==> src/rtl/monopix_pkg.sv <==
// Shared types and helpers for the hit-word decode path: raw word layout,
// decoded hit record and the 6-bit Gray decoder.
package monopix_pkg;

    localparam int WORD_W  = 27;
    localparam int COL_W   = 6;
    localparam int ROW_W   = 9;
    localparam int STAMP_W = 6;

    localparam int COL_LSB = 21;
    localparam int TE_LSB  = 15;
    localparam int LE_LSB  = 9;
    localparam int ROW_LSB = 0;

    localparam int TS_DEFAULT = 16;

    typedef struct packed {
        logic [COL_W-1:0]   col;
        logic [STAMP_W-1:0] te;
        logic [STAMP_W-1:0] le;
        logic [ROW_W-1:0]   row;
    } t_data;

    // Decoded hit at the default timestamp width; the decoder builds its own
    // record sized to its TS_WIDTH.
    typedef struct packed {
        logic [COL_W-1:0]      col;
        logic [ROW_W-1:0]      row;
        logic [TS_DEFAULT-1:0] ts;
        logic [STAMP_W-1:0]    tot;
    } t_hit;

    function automatic logic [5:0] gray2bin6(input logic [5:0] g);
        logic [5:0] b;
        b[5] = g[5];
        for (int i = 4; i >= 0; i--) begin
            b[i] = b[i+1] ^ g[i];
        end
        return b;
    endfunction

endpackage

==> src/rtl/hit_fifo.sv <==
// Synchronous first-word-fall-through FIFO; head data reads as zero when empty.
module hit_fifo #(
    parameter int WIDTH = 8,
    parameter int DEPTH = 16
) (
    input  logic                   clk_bx,
    input  logic                   reset,
    input  logic                   push,
    input  logic [WIDTH-1:0]       wdata,
    input  logic                   pop,
    output logic [WIDTH-1:0]       rdata,
    output logic [$clog2(DEPTH):0] count,
    output logic                   full,
    output logic                   empty
);

    localparam int AW = $clog2(DEPTH);

    logic [WIDTH-1:0] mem_r [DEPTH];
    logic [AW-1:0]    wr_ptr_r;
    logic [AW-1:0]    rd_ptr_r;
    logic [AW:0]      count_r;
    logic             wr_en_s;
    logic             rd_en_s;

    // Status flags and the push/pop qualification; a full FIFO still accepts a push when a pop frees a slot.
    always_comb begin
        empty   = (count_r == (AW+1)'(0));
        full    = (count_r == (AW+1)'(DEPTH));
        rd_en_s = pop && !empty;
        wr_en_s = push && (!full || rd_en_s);
    end

    // Storage array; contents need no reset because the count gates visibility.
    always_ff @(posedge clk_bx) begin
        if (wr_en_s) begin
            mem_r[wr_ptr_r] <= wdata;
        end
    end

    // Pointer and occupancy bookkeeping.
    always_ff @(posedge clk_bx) begin
        if (reset) begin
            wr_ptr_r <= '0;
            rd_ptr_r <= '0;
            count_r  <= '0;
        end else begin
            if (wr_en_s) begin
                wr_ptr_r <= wr_ptr_r + AW'(1);
            end
            if (rd_en_s) begin
                rd_ptr_r <= rd_ptr_r + AW'(1);
            end
            case ({wr_en_s, rd_en_s})
                2'b10:   count_r <= count_r + (AW+1)'(1);
                2'b01:   count_r <= count_r - (AW+1)'(1);
                default: count_r <= count_r;
            endcase
        end
    end

    // Head read; zero when empty so the outputs are clean after reset.
    always_comb begin
        if (empty) begin
            rdata = {WIDTH{1'b0}};
        end else begin
            rdata = mem_r[rd_ptr_r];
        end
    end

    assign count = count_r;

endmodule

==> src/rtl/hit_word_decoder.sv <==
// Decodes serial-link hit words (Gray LE/TE, ToT, timestamp extension against
// the local BCID) and buffers them in a never-stalling FWFT FIFO.
module hit_word_decoder
    import monopix_pkg::*;
#(
    parameter int TS_WIDTH   = 16,
    parameter int FIFO_DEPTH = 16,
    parameter int LAT_OFFSET = 0
) (
    input  logic                          clk_bx,
    input  logic                          reset,
    input  logic [WORD_W-1:0]             in_word,
    input  logic                          in_valid,
    output logic [COL_W-1:0]              out_col,
    output logic [ROW_W-1:0]              out_row,
    output logic [TS_WIDTH-1:0]           out_ts,
    output logic [STAMP_W-1:0]            out_tot,
    output logic                          out_valid,
    input  logic                          out_ready,
    output logic [$clog2(FIFO_DEPTH):0]   fifo_count,
    output logic [15:0]                   overflow_cnt,
    output logic [TS_WIDTH-1:0]           bcid
);

    localparam int HIT_W = COL_W + ROW_W + TS_WIDTH + STAMP_W;
    localparam logic [TS_WIDTH-1:0] LAT_W = TS_WIDTH'(LAT_OFFSET);

    typedef struct packed {
        logic [COL_W-1:0]    col;
        logic [ROW_W-1:0]    row;
        logic [TS_WIDTH-1:0] ts;
        logic [STAMP_W-1:0]  tot;
    } hit_rec_t;

    t_data               word_s;
    logic [STAMP_W-1:0]  le_bin_s;
    logic [STAMP_W-1:0]  te_bin_s;
    logic [TS_WIDTH-1:0] ref_s;
    logic [TS_WIDTH-7:0] ts_hi_s;
    hit_rec_t            dec_s;
    hit_rec_t            s1_hit_r;
    logic                s1_valid_r;
    hit_rec_t            head_s;
    logic                full_s;
    logic                empty_s;
    logic                pop_s;
    logic                drop_s;
    logic [TS_WIDTH-1:0] bcid_r;
    logic [15:0]         ovf_r;

    assign word_s = '{col: in_word[COL_LSB +: COL_W],
                      te:  in_word[TE_LSB  +: STAMP_W],
                      le:  in_word[LE_LSB  +: STAMP_W],
                      row: in_word[ROW_LSB +: ROW_W]};

    // Field decode and LE timestamp extension; an LE ahead of the reference belongs to the previous 64-BX page.
    always_comb begin
        le_bin_s = gray2bin6(word_s.le);
        te_bin_s = gray2bin6(word_s.te);
        ref_s    = bcid_r - LAT_W;
        if (le_bin_s <= ref_s[5:0]) begin
            ts_hi_s = ref_s[TS_WIDTH-1:6];
        end else begin
            ts_hi_s = ref_s[TS_WIDTH-1:6] - (TS_WIDTH-6)'(1);
        end
        dec_s.col = word_s.col;
        dec_s.row = word_s.row;
        dec_s.ts  = {ts_hi_s, le_bin_s};
        dec_s.tot = te_bin_s - le_bin_s;
    end

    // Local BCID counter.
    always_ff @(posedge clk_bx) begin
        if (reset) begin
            bcid_r <= '0;
        end else begin
            bcid_r <= bcid_r + TS_WIDTH'(1);
        end
    end

    // Stage-1 register between decode and FIFO write.
    always_ff @(posedge clk_bx) begin
        if (reset) begin
            s1_valid_r <= 1'b0;
            s1_hit_r   <= '0;
        end else begin
            s1_valid_r <= in_valid;
            if (in_valid) begin
                s1_hit_r <= dec_s;
            end
        end
    end

    // Drop qualification mirrors the FIFO's own push acceptance.
    always_comb begin
        pop_s  = out_ready && !empty_s;
        drop_s = s1_valid_r && full_s && !pop_s;
    end

    // Saturating dropped-word counter.
    always_ff @(posedge clk_bx) begin
        if (reset) begin
            ovf_r <= 16'h0000;
        end else if (drop_s && (ovf_r != 16'hFFFF)) begin
            ovf_r <= ovf_r + 16'h0001;
        end
    end

    hit_fifo #(
        .WIDTH (HIT_W),
        .DEPTH (FIFO_DEPTH)
    ) u_hit_fifo (
        .clk_bx (clk_bx),
        .reset  (reset),
        .push   (s1_valid_r),
        .wdata  (s1_hit_r),
        .pop    (pop_s),
        .rdata  (head_s),
        .count  (fifo_count),
        .full   (full_s),
        .empty  (empty_s)
    );

    assign out_col      = head_s.col;
    assign out_row      = head_s.row;
    assign out_ts       = head_s.ts;
    assign out_tot      = head_s.tot;
    assign out_valid    = !empty_s;
    assign overflow_cnt = ovf_r;
    assign bcid         = bcid_r;

endmodule

==> config.mk <==
export PLATFORM = sky130hd
export DESIGN_NAME = hit_word_decoder
export DESIGN_NICKNAME = d
export VERILOG_FILES = /design/src/rtl/monopix_pkg.sv /design/src/rtl/hit_fifo.sv /design/src/rtl/hit_word_decoder.sv
export SDC_FILE = /design/constraint.sdc
export NUM_CORES = 1
export LEC_CHECK = 0
export CAP_MARGIN = 20
export CORE_MARGIN = 4
export CORE_UTILIZATION = 38
export CTS_BUF_LIST = sky130_fd_sc_hd__clkbuf_8
export CTS_CLUSTER_DIAMETER = 30
export DETAILED_ROUTE_END_ITERATION = 10
export SETUP_SLACK_MARGIN = 0.5
export SKIP_LAST_GASP = 1
export SYNTH_ARGS = -nofsm -noshare
export SYNTH_HDL_FRONTEND = slang
export SYNTH_HIERARCHICAL = 1
export SYNTH_SLANG_ARGS = --single-unit
==> constraint.sdc <==
create_clock -name clk_bx -period 5.7 [get_ports clk_bx]
set_input_delay 0.855 -clock clk_bx [delete_from_list [all_inputs] [get_ports clk_bx]]
set_output_delay 0.855 -clock clk_bx [all_outputs]
set_load 0.01 [all_outputs]
==> results.sh, run 1 <==
export IMPL_grt_max_degree=72
export IMPL_placed_area_um2=29200
export IMPL_clk_pin_slew_ns=0.06
export IMPL_clock_latency_ns=0.76
export IMPL_slew_viol_final=0
export IMPL_synthTopCellsByArea="edfxtp_1 (66%), mux4_2 (12%), dfxtp_1 (6.5%), mux2_2 (1.6%), a221o_1 (1.4%)"
export IMPL_status="finished, final reports clean"
export IMPL_reg2reg_from="u_hit_fifo/count[0]"
export IMPL_place_congestion=0.792
export IMPL_placedCellCount=2435
export IMPL_async_flop_share_pct=0
export IMPL_grt_pass1_vias=15100
export IMPL_max_freq_mhz=212
export IMPL_wl_um=61700
export IMPL_syn_avg_cell_area_um2=18.8
export IMPL_n_antenna_cell=0
export IMPL_die_y_um=274
export IMPL_end_kind="output pin"
export IMPL_cp_top_family="compound AO/OA/AOI/OAI gates"
export IMPL_synthesis_area_um2=27000
export IMPL_vdd_drop_max_v=0.000324
export IMPL_synth_seq_cells=679
export IMPL_grt_overflow=0
export IMPL_via_per_inst=5.29
export IMPL_drt_initial_drc_count=993
export IMPL_synth_edf_count=592
export IMPL_fin_crit_ns=4.71
export IMPL_syn_inst=1434
export IMPL_setup_tns_ns=0
export IMPL_worstSetupPathType="reg2out"
export IMPL_grt_use_total_pct=16.7
export IMPL_ys_flop_type="edfxtp_1"
export IMPL_clock_sinks=679
export IMPL_setup_viol_count_final=0
export IMPL_area_growth_pct=19.2
export IMPL_initial_utilization_pct=38.4
export IMPL_yosys_warnings=6
export IMPL_critPathBufInv=2
export IMPL_final_common_cell="edfxtp_1"
export IMPL_rows=97
export IMPL_reg2regPathDepth=8
export IMPL_worstPathMaxFanout=16
export IMPL_fillers=6049
export IMPL_hp_start="reset"
export IMPL_rsz0062_at_grt="false"
export IMPL_synth_nets=1486
export IMPL_cts_setup_buffers=0
export IMPL_numCtsBuffers=136
export IMPL_rr_endpoint="u_hit_fifo/mem_r[14][28]"
export IMPL_hold_depth=2
export IMPL_portBuffers=105
export IMPL_cts_tree="yes"
export IMPL_drive_gt1_share_pct=26.4
export IMPL_hold_viol=0
export IMPL_cts_resized=0
export IMPL_worst_slew_pin_slew_ns=1.02
export IMPL_grt_pass1_wl_um=93000
export IMPL_ys_types=66
export IMPL_die_area_um2=75300
export IMPL_holdWs_ns=0.439
export IMPL_layout_common_cells="edfxtp_1 (592), clkbuf_8 (151), mux4_2 (148)"
export IMPL_final_nets=1685
export IMPL_arrival_ns=3.85
export IMPL_root_buffer="clkbuf_8"
export IMPL_ant_nets=0
export IMPL_max_cap_viol_count=0
export IMPL_antenna_found_initial=0
export IMPL_maxSlewHeadroom_pct=32.1
export IMPL_p_leak_nw=10.4
export IMPL_fin_cells=2683
export IMPL_clock_skew_ns=0.0353
export IMPL_hp_class="in2reg"
export IMPL_cp_slowest_stage_delay_ns=0.69
export IMPL_drc_errors=0
export IMPL_pin_count=106
export IMPL_cp_required_ns=4.85
export IMPL_cp_start_kind="flip-flop"
export IMPL_cts_hold_buf=0
export IMPL_netlist_area_leader_share_pct=65.9
export IMPL_place_hpwl_um=32600
export IMPL_firstDrtPassIters=4
export IMPL_htreeDepth=4
export IMPL_rrSetupSlack_ns=2.01
export IMPL_vias=14200
export IMPL_finalInstanceArea_um2=32100
export IMPL_ys_seq_area_share_pct=72.4
export IMPL_hold_end="bcid[7]"
export IMPL_die_w_um=274
export IMPL_period_share_pct=82.6
export IMPL_power_density_nw_per_um2=407
export IMPL_crit_slowest_cell="or4_4"
export IMPL_core_area_um2=70100
export IMPL_synth_area_leader_cell="edfxtp_1"
export IMPL_crit_chain="or4_4 -> o21ai_4 -> buf_4 -> nor2b_1 -> a221o_1 -> clkdlybuf4s50_1"
export IMPL_cts_buffer_depth=3
export IMPL_wl_per_cell_um=23.0
==> sequential cells by signal, indices dropped and copies added (netlist names), named ones only <==
register,flops
s1_valid_r,1
u_hit_fifo/count,5
u_hit_fifo/mem_r,592
u_hit_fifo/rd_ptr_r,4
bcid,16
overflow_cnt,16
s1_hit_r,37
u_hit_fifo/wr_ptr_r,4
==> worst max-delay path by stage <==
stage | cells after the start | endpoint | slack, ns | startpoint
detailed placement | 14 | s1_hit_r[16] | 0.61 | in_word[14]
global route | 6 | out_tot[3] | 0.80 | u_hit_fifo/count[0]
global placement | 14 | s1_hit_r[16] | 0.81 | in_word[14]
CTS | 6 | out_tot[3] | 0.83 | u_hit_fifo/count[0]
finish | 6 | out_tot[3] | 0.99 | u_hit_fifo/count[0]
floorplan | 5 | u_hit_fifo/mem_r[0][0] | -0.08 | out_ready
==> area by class of cell <==
class                           instances  area [µm²]  area share (%)
Inverter                               33         125           0.389
Clock buffer                          151        2080            6.47
Tap cell                              940        1180            3.66
Clock inverter                         97         831            2.58
Sequential cell                       679       19500            60.8
Timing Repair Buffer                  132        1310            4.07
Multi-Input combinational cell        651        7090            22.1
==> per-stage QoR <==
| stage | power, mW | setup slack (ns) | util [%] |
|---|---|---|---|
| after floorplan | 7.16 | -0.0753 | - |
| after global placement | 8.04 | 0.810 | 41.7 |
| after detailed placement | 8.07 | 0.609 | 41.7 |
| after CTS | 13.3 | 0.834 | 45.8 |
| after global routing | 13.7 | 0.801 | 45.8 |
| final | 13.1 | 0.993 | 45.8 |
==> cell usage after synthesis, types with 2 or more instances <==
cell type / count
a21o_1: 3
and3_1: 11
mux2_2: 38
buf_1: 9
inv_1: 31
nor3_1: 12
dfxtp_1: 87
o21ai_4: 2
xor2_1: 17
nor4_1: 16
nand2b_1: 3
mux2i_1: 21
nor2_1: 92
ha_1: 20
edfxtp_1: 592
nor2b_1: 39
or2_2: 2
clkbuf_1: 35
buf_6: 5
buf_2: 22
a22o_1: 2
a221o_1: 37
o22ai_1: 3
a21oi_1: 13
and4_1: 4
nor3b_1: 3
nor4b_1: 2
xnor2_1: 30
or3_1: 8
mux4_2: 148
o21ai_0: 11
nand4b_1: 2
a211oi_1: 12
o211ai_1: 6
nand3_1: 18
nand4_1: 3
o31ai_1: 4
nand2_1: 27
a311o_1: 2
a311oi_1: 2
and2_1: 15
==> per-layer routing <==
layer	wire length (µm)	vias up	global-route usage (%)
met5	0	-	0
met4	1550	0	6.70
met3	3300	121	3.47
met2	29200	433	26.1
met1	27600	7429	22.9
li1	-	6204	-
==> worst register-to-register path, stage by stage (launching register included) <==
cell and delay (ns):
dfxtp_1 0.37, or4_4 0.69, nor2_4 0.23, nor2b_1 0.08, buf_4 0.18, nand2b_1 0.26, o2111ai_1 0.84, nor2_4 0.27
buf_4 0.40
==> cell families after synthesis <==
family,share of synthesized area (%)
XOR/XNOR,1.80
AND/OR/NAND/NOR,4.96
buffers and inverters,1.69
AO/OA/AOI/OAI,3.35
flip-flops,72.4
adder cells (fa/ha/maj),1.04
multiplexers,14.8
==> power breakdown <==
part	leakage (nW)	switching [mW]	internal (mW)	total (mW)
logic	2.72	0.984	1.10	2.09
clock network	1.54	2.11	3.05	5.16
registers	6.15	0.250	5.58	5.83
No activity file was read; power rests on OpenSTA's default activity.
==> run 2: changes to the inputs <==
==> constraint.sdc (replaced) <==
create_clock -name clk_bx -period 3.8 [get_ports clk_bx]
set_input_delay 0.57 -clock clk_bx [delete_from_list [all_inputs] [get_ports clk_bx]]
set_output_delay 0.57 -clock clk_bx [all_outputs]
set_load 0.01 [all_outputs]
==> run 2 against run 1 <==
Against the previous run: utilization up 1.9 points; global-route usage rose by 0.96 points; via count is 2.5% higher; wire length grew 6.0%; critical path type unchanged; combinational power rose by 83%; die area stayed put; sequential share of layout area fell by 2.4 points; setup slack got worse by 0.68 ns; largest power group unchanged.
==> results.sh, run 2 (synthesis gave the netlist of run 1 again) <==
export IMPL_antenna_found_initial=1
export IMPL_clock_sinks=679
export IMPL_grt_pass1_wl_um=97100
export IMPL_fin_crit_ns=3.49
export IMPL_grt_pass1_vias=15400
export IMPL_clk_pin_slew_ns=0.05
export IMPL_core_area_um2=70100
export IMPL_numCtsBuffers=130
export IMPL_htreeDepth=4
export IMPL_die_area_um2=75300
export IMPL_p_leak_nw=11.2
export IMPL_crit_slowest_cell="or4_4"
export IMPL_worstSetupPathType="reg2out"
export IMPL_root_buffer="clkbuf_8"
export IMPL_place_congestion=0.741
export IMPL_pin_count=106
export IMPL_drive_gt1_share_pct=32.8
export IMPL_slew_viol_final=0
export IMPL_status="finished, final reports clean"
export IMPL_place_hpwl_um=32800
export IMPL_die_y_um=274
export IMPL_final_common_cell="edfxtp_1"
export IMPL_register_area_um2=19500
export IMPL_holdWs_ns=0.254
export IMPL_final_nets=1782
export IMPL_maxSlewHeadroom_pct=50.2
export IMPL_fin_cells=2771
export IMPL_critPathBufInv=3
export IMPL_vdd_drop_max_v=0.000240
export IMPL_placedCellCount=2466
export IMPL_regMostFlops="u_hit_fifo/mem_r"
export IMPL_wl_per_cell_um=23.6
export IMPL_cp_top_family="simple AND/OR/NAND/NOR gates"
export IMPL_end_kind="output pin"
export IMPL_fin_ws_ns=0.310
export IMPL_max_freq_mhz=287
export IMPL_drc_errors=0
export IMPL_via_per_inst=5.25
export IMPL_hold_viol=0
export IMPL_grt_use_total_pct=17.6
export IMPL_rsz0062_at_grt="true"
export IMPL_place_ws_ns=-0.000240
export IMPL_clock_latency_ns=0.76
export IMPL_crit_chain="or4_4 -> nor2_4 -> buf_12 -> nor2_4 -> buf_12 -> a221o_1 -> clkdlybuf4s15_2"
export IMPL_internal_power_mw=14.6
export IMPL_largest_register_ffs=592
export IMPL_worst_slew_pin_slew_ns=0.743
export IMPL_setup_viol_count_final=0
export IMPL_cts_tree="yes"
export IMPL_ant_nets=0
export IMPL_cp_start_kind="flip-flop"
export IMPL_layout_common_cells="edfxtp_1 (592), mux4_2 (148), clkbuf_8 (143)"
export IMPL_die_w_um=274
export IMPL_wl_um=65400
export IMPL_initial_utilization_pct=38.4
export IMPL_cts_hold_buf=0
export IMPL_area_growth_pct=24.1
export IMPL_pwr_share_seq_pct=43.6
export IMPL_worstPathMaxFanout=5
export IMPL_clock_skew_ns=0.0270
export IMPL_p_sw_share_pct=26.2
export IMPL_grt_max_degree=60
export IMPL_drt_initial_drc_count=1323
export IMPL_firstDrtPassIters=5
export IMPL_arrival_ns=2.92
export IMPL_clkPwrFrac_pct=37.1
export IMPL_grt_overflow=0
export IMPL_rows=97
export IMPL_p_comb_share_pct=19.4
export IMPL_max_cap_viol_count=0
export IMPL_reg_top3="u_hit_fifo/mem_r: 592 flops, s1_hit_r: 37 flops"
export IMPL_multi_input_area_um2=7240
export IMPL_period_share_pct=91.8
export IMPL_fillers=5922
export IMPL_cp_slowest_stage_delay_ns=0.57
export IMPL_power_density_nw_per_um2=592
export IMPL_cp_required_ns=3.23
export IMPL_portBuffers=105
export IMPL_vias=14500
export IMPL_hp_class="in2reg"
export IMPL_cts_buffer_depth=3
export IMPL_switching_power_mw=5.19
run 2: cell types whose count changed in the layout (fill, tap and decap cells not counted), sizes merged:
cell           before  now
dlymetal6s2s        0    1
bufbuf              0    1
clkdlybuf4s50     103   65
bufinv             13   11
clkbuf            151  145
inv                58   63
diode               0    2
buf                29  164
clkinvlp           15   17
clkinv             44   30
nor2               93   94
clkdlybuf4s15       0    1
run 2: cell type report:
cell class | count | area share [%]
flip-flops and latches | 679 | 58.4
multi-input cells | 652 | 21.6
repair buffers | 234 | 7.98
clock buffers | 143 | 5.88
well taps | 940 | 3.51
clock inverters | 88 | 2.23
inverters | 33 | 0.385
diodes | 2 | 0.0150
run 2: stage by stage:
stage	util [%]	area, µm²	TNS [ns]	power (mW)
floorplan	-	27000	-47.72	10.7
detailed placement	42.5	29800	-0.000240	12.2
finish	47.7	33500	0	19.8
global placement	42.5	29800	0	12.2
CTS	47.3	33200	0	20.0
global route	47.7	33500	0	20.7
run 2: worst paths after layout:
path	from	end	slack (ns)	depth (start not counted)
max	u_hit_fifo/count[0]	out_ts[14]	0.31	7
min reg2reg	bcid[0]	bcid[0]	0.51	1
min	reset	s1_hit_r[9]	0.25	2
max reg2reg	u_hit_fifo/count[0]	u_hit_fifo/count[3]	0.68	14
run 2: power by group through the flow:
stage | Sequential [mW] | Combinational, mW | Clock [mW]
after floorplan | 8.66 | 2.09 | 0
after global placement | 8.79 | 3.40 | 0
after detailed placement | 8.83 | 3.42 | 0
after CTS | 8.63 | 3.83 | 7.55
after global routing | 8.66 | 4.10 | 7.90
final | 8.63 | 3.83 | 7.35
run 2: per-layer routing:
| layer | routed length (µm) | vias up | track usage [%] |
|---|---|---|---|
| met1 | 28500 | 7608 | 23.8 |
| li1 | - | 6419 | - |
| met2 | 31800 | 436 | 28.4 |
| met5 | 0 | - | 0 |
| met3 | 3970 | 79 | 4.35 |
| met4 | 1150 | 0 | 5.19 |
run 2: what timing repair did:
action	CTS	global route
gates resized for setup	178	23
setup endpoints to repair	37	66
setup buffers	41	20
cloned	10	1
pin swaps	16	16
run 2: worst reg2reg max path: cells and delay by family, from the launching register on:
| family | cells | cell delay (ns) |
|---|---|---|
| and+or+nand+nor | 5 | 0.96 |
| AOI/OAI and AO/OA | 4 | 0.84 |
| buffers and inverters | 4 | 0.57 |
| DFF | 1 | 0.35 |
| adders and majority gates | 1 | 0.29 |
==> run 3: changes to the inputs <==
==> constraint.sdc (replaced) <==
create_clock -name clk_bx -period 3.8 [get_ports clk_bx]
set_input_delay 0.76 -clock clk_bx [delete_from_list [all_inputs] [get_ports clk_bx]]
set_output_delay 0.76 -clock clk_bx [all_outputs]
set_load 0.01 [all_outputs]
==> run 3 against run 2 <==
Against the previous run: total power down 1.1%; die area unchanged; clock power hardly changed; maximum frequency is 5.6% lower; utilization up 0.14 points; combinational power fell by 6.0%; non-clock buffer count is 2 higher; critical path type unchanged; wire length shrank 0.11%; count of clock-buffer cells in the layout decreased by 3; largest power group unchanged.
==> results.sh, run 3 (synthesis gave the netlist of run 1 again) <==
export IMPL_slew_viol_final=0
export IMPL_crit_slowest_cell="or4_4"
export IMPL_clock_latency_ns=0.75
export IMPL_status="finished, final reports clean"
export IMPL_placed_area_um2=29800
export IMPL_clk_pin_slew_ns=0.06
export IMPL_rsz0062_at_grt="true"
export IMPL_finalInstanceArea_um2=33600
export IMPL_hp_class="in2reg"
export IMPL_clock_sinks=679
export IMPL_final_nets=1789
export IMPL_cts_tree="yes"
export IMPL_wl_um=65300
export IMPL_die_y_um=274
export IMPL_rows=97
export IMPL_initial_utilization_pct=38.4
export IMPL_totalPowerFinal_mw=19.6
export IMPL_cp_start_kind="flip-flop"
export IMPL_clock_skew_ns=0.0365
export IMPL_place_hpwl_um=34200
export IMPL_hold_viol=0
export IMPL_p_sw_share_pct=26.5
export IMPL_cpMostUsedCell="buf_12"
export IMPL_cp_required_ns=3.04
export IMPL_root_buffer="clkbuf_8"
export IMPL_arrival_ns=2.94
export IMPL_core_area_um2=70100
export IMPL_drc_errors=0
export IMPL_antenna_found_initial=1
export IMPL_max_freq_mhz=271
export IMPL_drt_initial_drc_count=1186
export IMPL_grt_use_total_pct=17.6
export IMPL_regMostFlops="u_hit_fifo/mem_r"
export IMPL_cts_hold_buf=0
export IMPL_end_kind="output pin"
export IMPL_worstSetupPathType="reg2out"
export IMPL_portBuffers=105
export IMPL_via_per_inst=5.24
export IMPL_place_ws_ns=-0.164
export IMPL_place_congestion=0.758
export IMPL_p_comb_share_pct=18.4
export IMPL_worstPathMaxFanout=6
export IMPL_cp_top_family="buffers and inverters"
export IMPL_area_growth_pct=24.5
export IMPL_reg_top3="u_hit_fifo/mem_r: 592 flops, s1_hit_r: 37 flops"
export IMPL_p_leak_nw=11.3
export IMPL_largest_register_ffs=592
export IMPL_worst_slew_pin_slew_ns=0.962
export IMPL_die_area_um2=75300
export IMPL_grt_pass1_wl_um=97300
export IMPL_maxSlewHeadroom_pct=35.8
export IMPL_layout_common_cells="edfxtp_1 (592), mux4_2 (148), clkbuf_8 (140)"
export IMPL_setup_viol_count_final=0
export IMPL_numCtsBuffers=135
export IMPL_drive_gt1_share_pct=33.2
export IMPL_fin_ws_ns=0.105
export IMPL_switching_power_mw=5.19
export IMPL_vias=14600
export IMPL_pin_count=106
export IMPL_vdd_drop_max_v=0.000314
export IMPL_ant_nets=0
export IMPL_htreeDepth=4
export IMPL_wl_per_cell_um=23.5
export IMPL_internal_power_mw=14.4
export IMPL_firstDrtPassIters=6
export IMPL_pwr_share_seq_pct=44.1
export IMPL_critPathBufInv=6
export IMPL_cp_slowest_stage_delay_ns=0.57
export IMPL_power_density_nw_per_um2=583
export IMPL_die_w_um=274
export IMPL_clkPwrFrac_pct=37.5
export IMPL_grt_max_degree=47
export IMPL_grt_pass1_vias=15400
export IMPL_fin_crit_ns=3.70
export IMPL_grt_overflow=0
export IMPL_crit_chain="or4_4 -> buf_12 -> o21ai_4 -> buf_12 -> buf_12 -> buf_16 -> buf_6 -> nor2b_2 -> a221o_1 -> buf_6"
export IMPL_max_cap_viol_count=0
export IMPL_period_share_pct=97.2
export IMPL_final_common_cell="edfxtp_1"
export IMPL_cts_buffer_depth=3
## run 3: layout make-up
cell class	instances	area [µm²]
multi-input cells	652	7250
repair buffers	236	2720
diodes	1	2.50
flip-flops and latches	679	19500
fillers	5910	36600
clock buffers	140	1930
inverters	33	129
well taps	940	1180
clock inverters	105	821
## run 3: power by group through the flow
stage	Clock, mW	Combinational, mW	Sequential, mW
2_1_floorplan	0	2.09	8.66
4_1_cts	7.57	3.63	8.63
3_3_place_gp	0	3.45	8.76
6_report	7.35	3.60	8.63
3_5_place_dp	0	3.47	8.78
5_1_grt	7.94	3.86	8.66
## run 3: worst paths after layout
check | start | endpoint | slack, ns | depth (start not counted)
hold / removal | reset | s1_hit_r[13] | 0.31 | 2
setup / recovery | u_hit_fifo/count[0] | out_tot[4] | 0.10 | 10
hold reg to reg | bcid[0] | bcid[0] | 0.50 | 1
setup reg to reg | u_hit_fifo/count[0] | u_hit_fifo/count[3] | 0.65 | 13
## run 3: per-layer routing
| metal | routed length, µm | vias to the layer above | global-route usage (%) |
|---|---|---|---|
| li1 | - | 6435 | - |
| met1 | 27700 | 7601 | 23.1 |
| met2 | 32300 | 481 | 28.8 |
| met3 | 3980 | 88 | 4.13 |
| met4 | 1400 | 0 | 6.15 |
| met5 | 0 | - | 0 |
## run 3: worst reg2reg max path: stages (launching register included)
cell      delay [ns]
dfxtp_4         0.35
or4_4           0.58
nor2_4          0.20
buf_4           0.14
nor2b_1         0.04
buf_4           0.17
nor2b_1         0.15
o21ai_2         0.14
inv_2           0.13
ha_1            0.30
a211oi_1        0.39
o21ba_2         0.21
nor3_1          0.04
a21o_1          0.19
## run 3: timing repair
item	4_1_cts	5_1_grt
setup buffers	49	11
setup endpoints to repair	37	41
cloned	12	0
gates resized for setup	180	32
pin swaps	13	10
## run 3: metrics by stage
| stage | hold slack [ns] | TNS, ns | cells | utilization, % |
|---|---|---|---|---|
| after CTS | 0.223 | 0 | 2774 | 47.7 |
| final | 0.310 | 0 | 2786 | 47.9 |
| after detailed placement | 0.493 | -0.549 | 2468 | 42.6 |
| after global placement | 0.481 | -0.330 | 2467 | 42.5 |
| after global routing | 0.247 | -0.0300 | 2786 | 47.9 |
| after floorplan | 0.484 | -48.44 | 1434 | - |
